`src/rtl/alu_fib_driver.sv`:
```
// Fibonacci sequencer acting as sole master of a registered add ALU.
// Emits seeds, then one ALU sum per (1+ALU_LAT) cycles, stopping on term limit or ALU flag.
module alu_fib_driver #(
  parameter int W       = 6,
  parameter int N_TERMS = 16,
  parameter int ALU_LAT = 1,
  parameter int IDXW    = 5
) (
  input  logic            clk,
  input  logic            rst_n,
  input  logic            start,
  input  logic [W-1:0]    init0,
  input  logic [W-1:0]    init1,
  output logic            busy,
  output logic [2:0]      alu_s,
  output logic [W-1:0]    alu_a,
  output logic [W-1:0]    alu_b,
  input  logic [W-1:0]    alu_result,
  input  logic [1:0]      alu_f,
  output logic            out_valid,
  output logic [W-1:0]    out_data,
  output logic [IDXW-1:0] out_idx,
  output logic            done,
  output logic            ovf,
  output logic            err
);

  typedef enum logic [2:0] {IDLE, EMIT1, ISSUE, RESP, DONE} state_t;

  localparam logic [1:0]    CNT_LOAD = 2'(ALU_LAT - 1);
  localparam logic [IDXW:0] LAST_IDX = (IDXW + 1)'(N_TERMS - 1);

  state_t          state, state_n;
  logic [W-1:0]    a, b, a_n, b_n;
  logic [W-1:0]    alu_a_n, alu_b_n, out_data_n;
  logic [IDXW-1:0] out_idx_n;
  logic [IDXW:0]   idx_inc;
  logic [1:0]      cnt, cnt_n;
  logic            out_valid_n, done_n, ovf_n, err_n;

  assign alu_s   = 3'b000;
  assign busy    = (state != IDLE);
  assign idx_inc = {1'b0, out_idx} + (IDXW + 1)'(1);

  always_ff @(posedge clk or negedge rst_n) begin
    if (!rst_n) begin
      state     <= IDLE;
      a         <= '0;
      b         <= '0;
      cnt       <= '0;
      alu_a     <= '0;
      alu_b     <= '0;
      out_valid <= 1'b0;
      out_data  <= '0;
      out_idx   <= '0;
      done      <= 1'b0;
      ovf       <= 1'b0;
      err       <= 1'b0;
    end else begin
      state     <= state_n;
      a         <= a_n;
      b         <= b_n;
      cnt       <= cnt_n;
      alu_a     <= alu_a_n;
      alu_b     <= alu_b_n;
      out_valid <= out_valid_n;
      out_data  <= out_data_n;
      out_idx   <= out_idx_n;
      done      <= done_n;
      ovf       <= ovf_n;
      err       <= err_n;
    end
  end

  always_comb begin
    state_n     = state;
    a_n         = a;
    b_n         = b;
    cnt_n       = cnt;
    alu_a_n     = alu_a;
    alu_b_n     = alu_b;
    out_valid_n = 1'b0;
    out_data_n  = out_data;
    out_idx_n   = out_idx;
    done_n      = 1'b0;
    ovf_n       = ovf;
    err_n       = err;
    case (state)
      IDLE: begin
        if (start) begin
          a_n         = init0;
          b_n         = init1;
          ovf_n       = 1'b0;
          err_n       = 1'b0;
          out_valid_n = 1'b1;
          out_data_n  = init0;
          out_idx_n   = '0;
          state_n     = EMIT1;
        end
      end
      EMIT1: begin
        out_valid_n = 1'b1;
        out_data_n  = b;
        out_idx_n   = IDXW'(1);
        if (N_TERMS == 2) begin
          done_n  = 1'b1;
          state_n = DONE;
        end else begin
          alu_a_n = a;
          alu_b_n = b;
          state_n = ISSUE;
        end
      end
      ISSUE: begin
        cnt_n   = CNT_LOAD;
        state_n = RESP;
      end
      RESP: begin
        if (cnt != 2'd0) begin
          cnt_n = cnt - 2'd1;
        end else begin
          case (alu_f)
            2'b01: begin
              ovf_n   = 1'b1;
              done_n  = 1'b1;
              state_n = DONE;
            end
            2'b10: begin
              err_n   = 1'b1;
              done_n  = 1'b1;
              state_n = DONE;
            end
            default: begin
              // done is raised together with the final strobe so it is visible while in DONE
              out_valid_n = 1'b1;
              out_data_n  = alu_result;
              out_idx_n   = idx_inc[IDXW-1:0];
              a_n         = b;
              b_n         = alu_result;
              alu_a_n     = b;
              alu_b_n     = alu_result;
              if (idx_inc == LAST_IDX) begin
                done_n  = 1'b1;
                state_n = DONE;
              end else begin
                state_n = ISSUE;
              end
            end
          endcase
        end
      end
      DONE:    state_n = IDLE;
      default: state_n = IDLE;
    endcase
  end

endmodule

```
`config.mk`:
```
export PLATFORM = sky130hd
export DESIGN_NAME = alu_fib_driver
export DESIGN_NICKNAME = d
export VERILOG_FILES = /design/src/rtl/alu_fib_driver.sv
export SDC_FILE = /design/constraint.sdc
export NUM_CORES = 1
export LEC_CHECK = 0
export BUFFER_PORTS_ARGS = -buffer_cell sky130_fd_sc_hd__buf_2
export CORE_AREA = 2 2 95 97
export CTS_CLUSTER_SIZE = 24
export DETAILED_ROUTE_END_ITERATION = 12
export DIE_AREA = 0 0 97 99
export SYNTH_ARGS = -nofsm -noshare
export SYNTH_HDL_FRONTEND = slang
export SYNTH_SLANG_ARGS = --single-unit
```
`constraint.sdc`:
```
create_clock -name clk -period 1.61 [get_ports clk]
set_input_delay 0.2415 -clock clk [delete_from_list [all_inputs] [get_ports clk]]
set_output_delay 0.2415 -clock clk [all_outputs]
set_load 0.05 [all_outputs]
```
==> results of run 1 <==
## area by class of cell
class / count / share of cell area (%)
Multi-Input combinational cell: 142 / 40.7
Sequential cell: 44 / 34.8
Inverter: 11 / 1.30
Timing Repair Buffer: 78 / 16.5
Clock buffer: 7 / 2.41
Tap cell: 108 / 4.26
## flip-flops by register name, summed over array words and instances (netlist names)
signal     cells
a              6
alu_a          6
alu_b          6
b              6
cnt            2
done           1
err            1
out_data       6
out_idx        5
out_valid      1
ovf            1
state          3
## final timing paths
kind / from / to / slack (ns) / depth (start not counted)
worst max-delay path: state[1] / b[5] / -0.04 / 4
worst min-delay path: start / ovf / 0.19 / 2
worst max register to register: state[1] / b[5] / -0.04 / 4
worst min register to register: alu_b[3] / alu_b[3] / 0.50 / 2
max in group asynchronous: rst_n / out_idx[1] / 0.76 / 3
min in group asynchronous: rst_n / alu_a[1] / 0.36 / 2
## what timing repair did
| item | in CTS | in global routing |
|---|---|---|
| setup endpoints to repair | 23 | 32 |
| gates resized for setup | 8 | 11 |
| setup buffers | 1 | 0 |
| endpoints found under the hold margin | 10 | 0 |
| hold buffers | 1 | 0 |
| pin swaps | 0 | 1 |
## cell usage after synthesis, drive strengths merged (5+ instances only)
cell type / number / area, um2
a21oi: 5 / 28.8
o21ai: 25 / 125
mux2: 44 / 507
ha: 5 / 62.6
buf: 13 / 119
clkbuf: 5 / 18.8
mux2i: 12 / 120
nand2: 5 / 18.8
dfrtp: 44 / 1100
inv: 11 / 41.3
## cell families (layout without fill, tap and decap cells)
group	after synthesis	in the layout	share of synthesized area (%)
flip-flops	44	44	44.1
AO/OA/AOI/OAI	52	52	13.9
buffers and inverters	29	96	7.16
other	1	3	0.150
AND/OR/NAND/NOR	26	26	7.11
multiplexers	56	56	25.1
adder cells (fa/ha/maj)	5	5	2.50
## through the flow
step	util (%)	setup TNS [ns]	area, um2	hold slack (ns)
2_1_floorplan	-	-0.250	2510	-0.0541
3_3_place_gp	35.1	-3.18	3000	0.137
3_5_place_dp	35.1	-3.62	3000	0.147
4_1_cts	36.6	-0.332	3130	0.185
5_1_grt	37.1	-1.05	3170	0.184
6_report	37.1	-0.297	3170	0.186
## worst max-delay path, stage by stage (launching register included)
cell     delay, ns
dfrtp_2       0.45
or3b_1        0.37
a21oi_2       0.18
buf_12        0.17
mux2_2        0.33
## per-layer routing
metal  vias up  global-route usage (%)  routed length [um]
met2        39                    20.9                2870
met1       960                    16.8                2770
li1        913                       -                   -
met3         5                    2.84                 199
met4         0                    2.60                  50
met5         -                       0                   0
## report_power, final
| part | total, mW | internal, mW | switching, mW |
|---|---|---|---|
| logic | 4.31 | 1.82 | 2.49 |
| clock network | 0.666 | 0.300 | 0.366 |
| registers | 2.00 | 1.62 | 0.381 |
==> impl_results.md, run 1 <==
- Outcome: finished, violations left
- Failing checks: negative setup slack
- Pre-CTS setup slack: -0.273 ns
- Core area: between 8000 and 9000 um2
- Via count: between 1500 and 2000
- Syn Inst Count: around 210
- Final setup skew: 0.0133 ns
- Port Buffers: 50
- Reg area: 1100 um2
- Tcrit/Tclk final: 102%
- Yosys reg bits: 44
- Chip width: just under 100 um
- Post-Syn Area: 2500 um2
- Total gr overflow: 0
- Vias/cell: between 4 and 5
- Drt wl/cell: 15.1 um
- Fillers: 869
- Pwr Total: about 7 mW
- Lkg Pwr: 1.50 nW
- TritonCTS clock tree: done
- Final setup fails: 13
- Crit path required time: around 1.8 ns
- Initial antenna violation count: 0
- CP Max Fanout: 12
- Clk slew on worst S/H paths: 0.09 ns
- Post-route DRC: 0
- Mean Syn Cell Area: 11.7 um2
- Clock latency on the worst-skew pair: 0.30 ns
- Boundary pin count: 54
- Largest net degree at the start of global routing: 35
- Vias in the first global route: 1916
- Sink Count: 44
- Post-synthesis sequential area ratio: 44.1%
- Ys async rst share: 100%
- CTS Buf Count: 5
- Routability cong.: 0.750
- Crit path arrival time: 1.83 ns
- First-pass GRT wire length: 9690 um
- Layout cells sized above 1: a little under 50%
- Detailed Routing Iterations Pass 1: 4
- RSZ-0062 raised after global routing: yes
- Max-slew violation count: 0
- Dpl cells: 381
- Max Cap Viol: 0
- Hold Vio Cnt, Final: 0
- # nets final: 310
- Commonest non-fill, non-tap cell in the layout: buf_2
- Multi-input gate area in the final layout: 1290 um2
- Peak supply drop: slightly above 900 uV
- Synth Flop Type: dfrtp_1
- FMAX: 0.606 GHz
- # diodes: 0
- Most frequent cells in the layout: 49 x buf_2, 41 x dfrtp_1, 35 x mux2_2, 24 x o21ai_0, 22 x buf_4
- HPWL Detailed: 4310 um
- PwrDens: 2200 nW/um2
- Site Rows: 34
- Crit Path Category: flip-flop to flip-flop
- P&R area growth vs syn: 26.9%
- Synthesis Warnings: 0
- Non-Filler Instances: 390
- Die footprint: approximately 9600 um2
- Routed wire length: 5890 um
- Total Routing Usage GR: 12.5%
- Post-synth EDFFs: 0
- Synth unique cells: 46
- Setup crit start kind: flip-flop
- Post-route setup slack: -0.0402 ns
- Initial DRC count: 128
- Htree depth: 2
- Worst-case clock buffer depth: 2
- Root buffer cell: clkbuf_8
- DRT antenna net count: 0
- Final Critical Period: 1.65 ns
- Die Span Y: 99 um
- Hold Crit Class: input pin to flip-flop
- Starting Density: 29.2%
- Worst Setup End Kind: flip-flop
Note: power is estimated with default switching activity, not from simulation.
==> run 2: changes to the inputs <==
--- a/config.mk
+++ b/config.mk
@@ -6,10 +6,12 @@
 export NUM_CORES = 1
 export LEC_CHECK = 0
 export BUFFER_PORTS_ARGS = -buffer_cell sky130_fd_sc_hd__buf_2
+export CAP_MARGIN = 30
 export CORE_AREA = 2 2 95 97
 export CTS_CLUSTER_SIZE = 24
 export DETAILED_ROUTE_END_ITERATION = 12
 export DIE_AREA = 0 0 97 99
+export GPL_ROUTABILITY_DRIVEN = 0
 export SYNTH_ARGS = -nofsm -noshare
 export SYNTH_HDL_FRONTEND = slang
 export SYNTH_SLANG_ARGS = --single-unit
==> constraint.sdc (replaced) <==
create_clock -name clk -period 1.61 [get_ports clk]
set_input_delay 0.161 -clock clk [delete_from_list [all_inputs] [get_ports clk]]
set_output_delay 0.161 -clock clk [all_outputs]
set_load 0.05 [all_outputs]
==> impl_results.md, run 2 (same netlist as run 1, synthesis figures left out) <==
- Outcome: finished, violations left
- Failing checks: negative setup slack
- Htree depth: 2
- Total gr overflow: 0
- Comb pwr share: between 60% and 70%
- PwrDens: roughly 2200 nW/um2
- Non-Filler Instances: 398
- Crit path arrival time: 1.93 ns
- Cells on worst reg2reg path: 6
- Layout cells sized above 1: 52.1%
- Port Buffers: 50
- Int Pwr: 4.00 mW
- Vias/cell: ~4.8
- Commonest non-fill, non-tap cell in the layout: buf_2
- Hold Crit Class: input pin to flip-flop
- RR Endpoint: out_data[4]
- Crit Path Category: flip-flop to flip-flop
- # diodes: 0
- Vias in the first global route: slightly below 2000
- RR Startpoint: state[1]
- CTS Buf Count: 5
- CP Max Fanout: 4
- P&R area growth vs syn: 30.6%
- DRT antenna net count: 0
- Final setup fails: 14
- Via count: roughly 1900
- Root buffer cell: clkbuf_8
- Initial DRC count: between 80 and 90
- Hold Vio Cnt, Final: 0
- Sink Count: 44
- Clock power frac: 12.1%
- # nets final: between 300 and 400
- Clock latency on the worst-skew pair: just over 0.3 ns
- Total Routing Usage GR: 12.7%
- Flop2flop setup slack: -0.13 ns
- Lkg Pwr: 1.55 nW
- Clk slew on worst S/H paths: 0.09 ns
- Max Cap Viol: 0
- Tcrit/Tclk final: 108%
- Worst setup startpoint: state[1]
- Switching Power: approximately 3.3 mW
- Setup crit start kind: flip-flop
- HPWL Detailed: around 4300 um
- Worst Setup End Kind: flip-flop
- Site Rows: 34
- Routed wire length: 5880 um
- Largest net degree at the start of global routing: 31
- Chip width: 97 um
- Die footprint: between 9000 and 10000 um2
- Core area: 8550 um2
- Fillers: 844
- Initial antenna violation count: 0
- Starting Density: 29.2%
- Design Area, Final: roughly 3300 um2
- Final setup skew: 0.00710 ns
- TritonCTS clock tree: done
- Placed inst area: between 3000 and 4000 um2
- Post-route setup slack: -0.131 ns
- Final Critical Period: 1.74 ns
- Switching part of the total: 45.2%
- Drt wl/cell: ~15 um
- First-pass GRT wire length: 9780 um
- Dpl cells: roughly 380
- RSZ-0062 raised after global routing: yes
- Crit path required time: 1.80 ns
- Most frequent cells in the layout: 49 x buf_2, 41 x dfrtp_1, 37 x mux2_2, 26 x buf_4, 24 x o21ai_0
- Post-route DRC: 0
- Worst-case clock buffer depth: 2
- Finished Core Util: 38.2%
- Worst Setup EP: out_data[4]
- Boundary pin count: 54
- Detailed Routing Iterations Pass 1: 4
- Max-slew violation count: 0
- Peak supply drop: around 930 uV
- FMAX: 0.575 GHz
- Die Span Y: ~99 um
- Seq pwr share: 27.4%
[run 2: changes by cell type in the layout (fill, tap and decap cells not counted), moves of 2 or more]
| cell | delta |
|---|---|
| buf_4 | +4 |
| buf_6 | +2 |
| clkbuf_1 | -2 |
| mux2_2 | +2 |
| mux2_4 | -2 |
[run 2: routing by layer]
layer  track usage [%]  vias up  part of all wire (%)
li1                  -      926                     -
met1              16.9      942                    48
met2              21.0       36                    48
met3              2.70        7                   3.3
met4              3.58        0                   1.2
met5                 0        -                     0
[run 2: worst min path at each step]
stage               start    to  slack (ns)  depth (start not counted)
floorplan           rst_n  a[0]       -0.13                          0
global placement    rst_n  a[1]        0.10                          1
detailed placement  rst_n  a[1]        0.10                          1
CTS                 start   ovf        0.10                          2
global route        start   ovf        0.12                          2
finish              start   ovf        0.10                          2
[run 2: worst max-delay path: stages (launching register included)]
cell	delay, ns
dfrtp_2	0.45
buf_4	0.14
buf_6	0.10
buf_4	0.14
mux2_4	0.29
mux2_2	0.26
mux2_2	0.26
[run 2: power groups by stage]
stage	logic [mW]	clock network, mW	registers, mW
CTS	4.30	0.928	2.01
global placement	4.18	0	2.03
detailed placement	4.22	0	2.03
finish	4.40	0.885	2.00
global route	4.73	0.962	2.08
floorplan	2.08	0	3.00
[run 2: layout make-up]
cell class | count | area, um2 | area share, %
multi-input combinational | 142 | 1280 | 39.1
tap | 108 | 135 | 4.14
clock buffer | 5 | 68.8 | 2.11
clock inverter | 3 | 46.3 | 1.42
inverter | 11 | 41.3 | 1.26
sequential | 44 | 1100 | 33.8
timing repair buffer | 85 | 591 | 18.1
[run 2: metrics by stage]
| step | TNS [ns] | hold WS [ns] | power [mW] | setup slack, ns |
|---|---|---|---|---|
| after floorplan | -0.250 | -0.135 | 5.08 | -0.0250 |
| after global placement | -1.53 | 0.101 | 6.20 | -0.158 |
| after detailed placement | -1.99 | 0.105 | 6.26 | -0.196 |
| after CTS | -1.52 | 0.100 | 7.23 | -0.130 |
| after global routing | -1.93 | 0.120 | 7.78 | -0.157 |
| final | -1.38 | 0.104 | 7.29 | -0.131 |
[run 2: repair_timing]
item	in CTS	in global routing
setup buffers	2	3
resized for setup	4	16
endpoints found under the hold margin	14	0
setup endpoints to repair	23	24
cloned	0	0
hold buffers	1	0
==> run 3: changes to the inputs <==
--- a/config.mk
+++ b/config.mk
@@ -8,10 +8,12 @@
 export BUFFER_PORTS_ARGS = -buffer_cell sky130_fd_sc_hd__buf_2
 export CAP_MARGIN = 30
 export CORE_AREA = 2 2 95 97
+export CTS_BUF_LIST = sky130_fd_sc_hd__clkbuf_4
 export CTS_CLUSTER_SIZE = 24
 export DETAILED_ROUTE_END_ITERATION = 12
 export DIE_AREA = 0 0 97 99
 export GPL_ROUTABILITY_DRIVEN = 0
+export SLEW_MARGIN = 25
 export SYNTH_ARGS = -nofsm -noshare
 export SYNTH_HDL_FRONTEND = slang
 export SYNTH_SLANG_ARGS = --single-unit
==> impl_results.md, run 3 (same netlist as run 1, synthesis figures left out) <==
- Most frequent cells in the layout: 49 x buf_2, 41 x dfrtp_1, 33 x mux2_2, 28 x buf_4, 25 x o21ai_0
- Largest net degree at the start of global routing: 31
- Layout cells sized above 1: 52.4%
- Detailed Routing Iterations Pass 1: 4
- First-pass GRT wire length: ~9900 um
- Total Routing Usage GR: 12.8%
- Initial DRC count: 117
- Setup crit start kind: flip-flop
- Final hold slack: 0.0350 ns
- Worst path cell trace: buf_6 > or3b_1 > a21oi_2 > buf_12 > mux2_2
- Worst-case clock buffer depth: 2
- FMAX: 0.580 GHz
- Vias in the first global route: around 2000
- DRT antenna net count: 0
- Crit path required time: 1.89 ns
- Finished Core Util: 38.2%
- Boundary pin count: 54
- Peak supply drop: 913 uV
- Routed wire length: 6090 um
- Drt wl/cell: about 15 um
- P&R area growth vs syn: 30.7%
- Total gr overflow: 0
- # diodes: 0
- Vias/cell: 4.86
- Post-route setup slack: -0.114 ns
- Starting Density: between 20% and 30%
- Die footprint: 9600 um2
- Core area: 8550 um2
- Commonest non-fill, non-tap cell in the layout: buf_2
- Lkg Pwr: around 1.6 nW
- Final Critical Period: 1.72 ns
- Crit Path Category: flip-flop to flip-flop
- Crit-path slowest cell: dfrtp_2
- Clock latency on the worst-skew pair: roughly 0.37 ns
- HPWL Detailed: 4330 um
- Max-slew violation count: 0
- Worst Setup End Kind: flip-flop
- Via count: 1944
- TritonCTS clock tree: done
- Final setup skew: about 0.0072 ns
- Pre-CTS setup slack: -0.196 ns
- Post-route DRC: 0
- Max incr delay on CP: 0.45 ns
- Site Rows: 34
- Chip width: between 90 and 100 um
- Hold Vio Cnt, Final: 0
- Final setup fails: 13
- Root buffer cell: clkbuf_4
- CP Max Fanout: 12
- CTS Buf Count: 5
- Max Cap Viol: 0
- PwrDens: 2230 nW/um2
- Sink Count: 44
- Failing checks: negative setup slack
- Hold Crit Class: input pin to flip-flop
- Port Buffers: 50
- Tcrit/Tclk final: 107%
- Htree depth: 2
- Outcome: finished, violations left
- Initial antenna violation count: 0
- Clk slew on worst S/H paths: 0.15 ns
- RSZ-0062 raised after global routing: yes
- Crit path arrival time: roughly 2.0 ns
- Die Span Y: 99 um
- # nets final: 319
-- run 3: changes by cell type in the layout (fill, tap and decap cells not counted), sizes merged --
cell and delta:
buf +1, a22o +1
-- run 3: cell type report --
cell class                      instances  area, um2
Clock buffer                            5       37.5
Clock inverter                          3       46.3
Fill cell                             844       5290
Inverter                               11       41.3
Multi-Input combinational cell        143       1300
Sequential cell                        44       1100
Tap cell                              108        135
Timing Repair Buffer                   86        598
-- run 3: worst paths after layout --
kind                       slack, ns     endpoint  cells after the start   startpoint
setup / recovery               -0.11         b[3]                      5     state[1]
hold / removal                  0.04          ovf                      2        start
setup reg to reg               -0.11         b[3]                      5     state[1]
hold reg to reg                 0.52  out_data[1]                      1  out_data[1]
max in group asynchronous       0.88   out_idx[0]                      3        rst_n
min in group asynchronous       0.22     alu_a[0]                      2        rst_n
-- run 3: critical path, delay by kind of cell, from the launching register on --
family / cells / cell delay [ns]
buffers and inverters: 2 / 0.30
flip-flops: 1 / 0.45
AO/OA/AOI/OAI: 1 / 0.18
AND/OR/NAND/NOR: 1 / 0.35
multiplexers: 1 / 0.34
-- run 3: metrics by stage --
stage                     power [mW]  setup TNS [ns]  cells  instance area [um2]
final                           7.28           -1.20    400                 3270
after global routing            7.75           -1.94    400                 3270
after CTS                       7.15           -1.11    394                 3170
after detailed placement        6.26           -1.99    384                 3030
after global placement          6.20           -1.53    384                 3030
after floorplan                 5.08          -0.250    215                 2510
-- run 3: power breakdown --
group,total [mW],switching (mW),internal (mW)
clock,0.739,0.406,0.332
sequential,1.99,0.376,1.62
combinational,4.55,2.56,1.99
-- run 3: metal layers --
metal	share of wire, %	track usage [%]	vias up
met4	1.0	3.90	0
met5	0	0	-
met3	3.2	2.41	6
li1	-	-	936
met1	48	17.1	960
met2	47	21.0	42
-- run 3: repair_timing --
action / in CTS / in global routing
endpoints found under the hold margin: 14 / 0
gates resized for setup: 13 / 11
hold buffers: 1 / 0
pin swaps: 0 / 2
setup buffers: 1 / 5
cloned: 0 / 1
setup endpoints to repair: 23 / 19
